**src/rtl/i2s_pkg.sv**
```systemverilog
// Shared types and helpers for I2S sample packing/unpacking.
package i2s_pkg;

    typedef enum logic [1:0] {
        PACK_NONE = 2'd0,
        PACK_2X16 = 2'd1,
        PACK_4X8  = 2'd2
    } pack_mode_e;

    function automatic logic [2:0] pack_lanes(pack_mode_e mode);
        case (mode)
            PACK_2X16: return 3'd2;
            PACK_4X8:  return 3'd4;
            default:   return 3'd1;
        endcase
    endfunction

    // Encoding 2'b11 is reserved and behaves as unpacked.
    function automatic pack_mode_e decode_pack(logic [1:0] cfg);
        case (cfg)
            2'b01:   return PACK_2X16;
            2'b10:   return PACK_4X8;
            default: return PACK_NONE;
        endcase
    endfunction

endpackage

```
**src/rtl/i2s_rx_norm.sv**
```systemverilog
// Combinational sample normaliser: MSB-aligned copy and masked/sign-extended
// right-aligned copy of a sample of (i_wlen+1) bits.
module i2s_rx_norm (
    input  logic [31:0] i_data,
    input  logic [4:0]  i_wlen,
    input  logic        i_sext,
    output logic [31:0] o_norm,
    output logic [31:0] o_word
);

    logic [4:0]  w_lshift;
    logic [31:0] w_mask;
    logic        w_sign;

    always_comb begin
        w_lshift = 5'd31 - i_wlen;
        o_norm   = i_data << w_lshift;
        w_mask   = 32'hFFFF_FFFF >> w_lshift;
        w_sign   = i_data[i_wlen];
        o_word   = (i_data & w_mask) | ((i_sext && w_sign) ? ~w_mask : '0);
    end

endmodule

```
**src/rtl/i2s_rx_packer.sv**
```systemverilog
// Packs right-aligned I2S RX samples into 32-bit words (1x32, 2x16, 4x8)
// with a single-entry output register ahead of the CDC FIFO.
module i2s_rx_packer
    import i2s_pkg::*;
(
    input  logic        sck_i,
    input  logic        rstn_i,
    input  logic [31:0] in_data_i,
    input  logic        in_valid_i,
    output logic        in_ready_o,
    output logic [31:0] out_data_o,
    output logic        out_valid_o,
    input  logic        out_ready_i,
    input  logic        cfg_en_i,
    input  logic [1:0]  cfg_pack_i,
    input  logic [4:0]  cfg_wlen_i,
    input  logic        cfg_sext_i
);

    pack_mode_e  r_mode;
    logic [1:0]  r_lane;
    logic [31:0] r_acc;
    logic [31:0] r_out_data;
    logic        r_out_valid;

    logic [31:0] w_norm;
    logic [31:0] w_word;
    pack_mode_e  w_cur_mode;
    logic [2:0]  w_lanes;
    logic        w_last;
    logic [31:0] w_lane_word;
    logic        w_accept;

    i2s_rx_norm u_norm (
        .i_data (in_data_i),
        .i_wlen (cfg_wlen_i),
        .i_sext (cfg_sext_i),
        .o_norm (w_norm),
        .o_word (w_word)
    );

    // The first lane of a word uses the live config, which is latched on accept.
    always_comb begin
        w_cur_mode  = (r_lane == 2'd0) ? decode_pack(cfg_pack_i) : r_mode;
        w_lanes     = pack_lanes(w_cur_mode);
        w_last      = ({1'b0, r_lane} == (w_lanes - 3'd1));
        w_lane_word = '0;
        case (w_cur_mode)
            PACK_2X16: w_lane_word = (w_norm >> 16) << {r_lane[0], 4'b0000};
            PACK_4X8:  w_lane_word = (w_norm >> 24) << {r_lane, 3'b000};
            default:   w_lane_word = w_word;
        endcase
        in_ready_o = ~cfg_en_i | ~(w_last & r_out_valid & ~out_ready_i);
        w_accept   = in_valid_i & in_ready_o & cfg_en_i;
    end

    always_ff @(posedge sck_i or negedge rstn_i) begin
        if (!rstn_i) begin
            r_mode      <= PACK_NONE;
            r_lane      <= '0;
            r_acc       <= '0;
            r_out_data  <= '0;
            r_out_valid <= 1'b0;
        end else begin
            if (!cfg_en_i) begin
                r_lane <= '0;
                r_acc  <= '0;
            end else if (w_accept) begin
                if (r_lane == 2'd0) begin
                    r_mode <= w_cur_mode;
                end
                if (w_last) begin
                    r_out_data <= r_acc | w_lane_word;
                    r_acc      <= '0;
                    r_lane     <= '0;
                end else begin
                    r_acc  <= r_acc | w_lane_word;
                    r_lane <= r_lane + 2'd1;
                end
            end

            // A completion in the same cycle as an output accept keeps valid high.
            if (w_accept && w_last) begin
                r_out_valid <= 1'b1;
            end else if (r_out_valid && out_ready_i) begin
                r_out_valid <= 1'b0;
            end
        end
    end

    assign out_data_o  = r_out_data;
    assign out_valid_o = r_out_valid;

endmodule

```
**config.mk**
```make
export PLATFORM = sky130hd
export DESIGN_NAME = i2s_rx_packer
export DESIGN_NICKNAME = d
export VERILOG_FILES = /design/src/rtl/i2s_pkg.sv /design/src/rtl/i2s_rx_norm.sv /design/src/rtl/i2s_rx_packer.sv
export SDC_FILE = /design/constraint.sdc
export NUM_CORES = 1
export LEC_CHECK = 0
export CORE_UTILIZATION = 50
export CTS_CLUSTER_SIZE = 10
export DETAILED_ROUTE_END_ITERATION = 10
export PLACE_DENSITY = 0.8
export SLEW_MARGIN = 20
export SYNTH_ARGS = -nofsm -noshare
export SYNTH_HDL_FRONTEND = slang
export SYNTH_HIERARCHICAL = 1
export SYNTH_SLANG_ARGS = --single-unit
```
**constraint.sdc**
```tcl
create_clock -name sck_i -period 5.95 [get_ports sck_i]
set_input_delay 1.19 -clock sck_i [delete_from_list [all_inputs] [get_ports sck_i]]
set_output_delay 1.19 -clock sck_i [all_outputs]
set_load 0.01 [all_outputs]
```
==> impl_results.md <==
* Core Box Area at 11500 um2
* Max_cap viols at 0
* Status: finished with violations
* WS Path Type: input port to primary output
* Unrepaired setup endpoints after global routing: no
* Slew margin rel. at 30.9%
* Avg Cell Area, Syn at between 9 and 10 um2
* Initial antenna violation count at 0
* First drt pass iteration count at 8
* H-tree depth at 3
* Chip width at 111 um
* Final hold viol count at 0
* Hold WS at just under 500 ps
* Final min period at roughly 4900 ps
* Post-route DRC at 8
* Fmax at 0.206 GHz
* Final worst setup slack at 1100 ps
* Die area at around 12000 um2
* Iteration-0 DRC Markers at ~630
* Buffers on Ports at 78
* Final nets at between 700 and 800
* Crit end category: primary output
* DR WL/cell at 23.4 um
* Ys Warns at 6
* Largest net degree at the start of global routing at 70
* Power per Cell Area at between 300 and 400 nW/um2
* Most frequent cells in the layout: clkdlybuf4s50_1 (75), dfrtp_1 (69), nand2_1 (62)
* Hold_buf cts at 0
* Sink Count at between 60 and 70
* ANT nets after route at 0
* Commonest non-fill, non-tap cell in the layout: clkdlybuf4s50_1
* Initial Utilization at ~52%
* Layout Cell Area excl Fill at between 6000 and 7000 um2
* Arr. time, crit path at 3660 ps
* Vias in the first global route at 5430
* Gr ovfl total at 0
* Post-route setup TNS at 0 ps
* Number of placed I/O pins at slightly below 80
* VDD IR max at between 0.0004 and 0.0005 V
* CTS root buf: clkbuf_16
* PostCTS Resize Cnt at 0
* Layout Cells excl Fill at 804
* Final slew viol count at 0
* Critical Path RT at ~4800 ps
* Worst-Skew Late Latency at roughly 340 ps
* Clk buf depth at 2
* Placement Cell Area at ~6700 um2
* Post-placement cell count at roughly 800
* Total CTS buffers at 9
* Row count at 39
* Area delta synth->final at 17.0%
* Reg clk slew, reported paths at roughly 50 ps
* Class of the worst hold path: flip-flop to flip-flop
* Slew @ Worst Pin at between 1000 and 1500 ps
* Cell leakage power at 2.97 nW
* Number of vias per cell at about 7
* Post-CTS Setup Inserts at 0
* Vias post-DR at approximately 5600
* Crit-path max FO at 6
* Total track usage at 30.9%
* CTS tree: built
* Startpoint types: input port
* Routed wire length at ~19000 um
* Ant. Diodes at 0
* HPWL after DPL at around 14000 um
* Failing checks: design-rule violations
* Mapped Cells at between 600 and 700
* Synthesized cell area at between 5000 and 6000 um2
* Placer Congestion at 0.950
* First-pass GRT wire length at ~30000 um
* Syn Nets at roughly 660
* Period utilization at between 80% and 90%
* Layout cell share with drive strength beyond 1 at between 10% and 20%
* Clock skew at 5.45 ps
* Die height at between 100 and 150 um
* Place WS at roughly 1100 ps
* Setup-failing EPs final at 0
[stage by stage]
step | power [mW] | utilization [%]
after detailed placement | 2.15 | 58.0
final | 2.71 | 60.6
after global routing | 2.86 | 60.6
after floorplan | 1.67 | -
after CTS | 2.70 | 60.6
after global placement | 2.11 | 58.0
[final cells by class]
type,instances,area (um2)
clock buffer,9,225
clock inverter,7,73.8
fill,1005,4540
inverter,27,101
multi-input combinational,461,3830
sequential,69,1730
tap,143,179
timing repair buffer,88,841
[flip-flops by register name, indices dropped and copies added, names as in the netlist]
name / cells
out_data_o: 32
out_valid_o: 1
r_acc: 32
r_lane: 2
r_mode: 2
[critical path, cell delays in order]
cell,delay (ps)
clkdlybuf4s50_1,520
and3b_1,250
a21o_1,180
ha_1,300
xnor2_1,420
nor3_1,150
nand2_1,100
clkdlybuf4s50_1,540
[where the power goes]
| part | total [mW] | switching (mW) | leakage (nW) | internal (mW) |
|---|---|---|---|---|
| logic | 1.42 | 0.778 | 1.91 | 0.641 |
| registers | 0.750 | 0.114 | 0.905 | 0.636 |
| clock network | 0.543 | 0.217 | 0.146 | 0.326 |
[worst paths after layout]
kind / from / endpoint / slack [ps] / cells after the start
worst max-delay path: cfg_pack_i[0] / in_ready_o / 1100 / 8
worst min-delay path: r_acc[29]$_DFFE_PN0P_ / r_acc[29]$_DFFE_PN0P_ / 490 / 1
worst max register to register: r_lane[0]$_DFFE_PN0P_ / r_lane[0]$_DFFE_PN0P_ / 2190 / 9
worst min register to register: r_acc[29]$_DFFE_PN0P_ / r_acc[29]$_DFFE_PN0P_ / 490 / 1
max in group asynchronous: rstn_i / r_acc[29]$_DFFE_PN0P_ / 4330 / 2
min in group asynchronous: rstn_i / out_data_o[14]$_DFFE_PN0P_ / 1060 / 2
[per-layer routing]
metal	vias up	track usage (%)	routed length [um]
met1	2723	40.6	7590
li1	2468	-	-
met4	0	16.6	1050
met3	67	5.25	1520
met5	-	0	0
met2	316	48.7	8690
(Power assumes the default switching activity.)
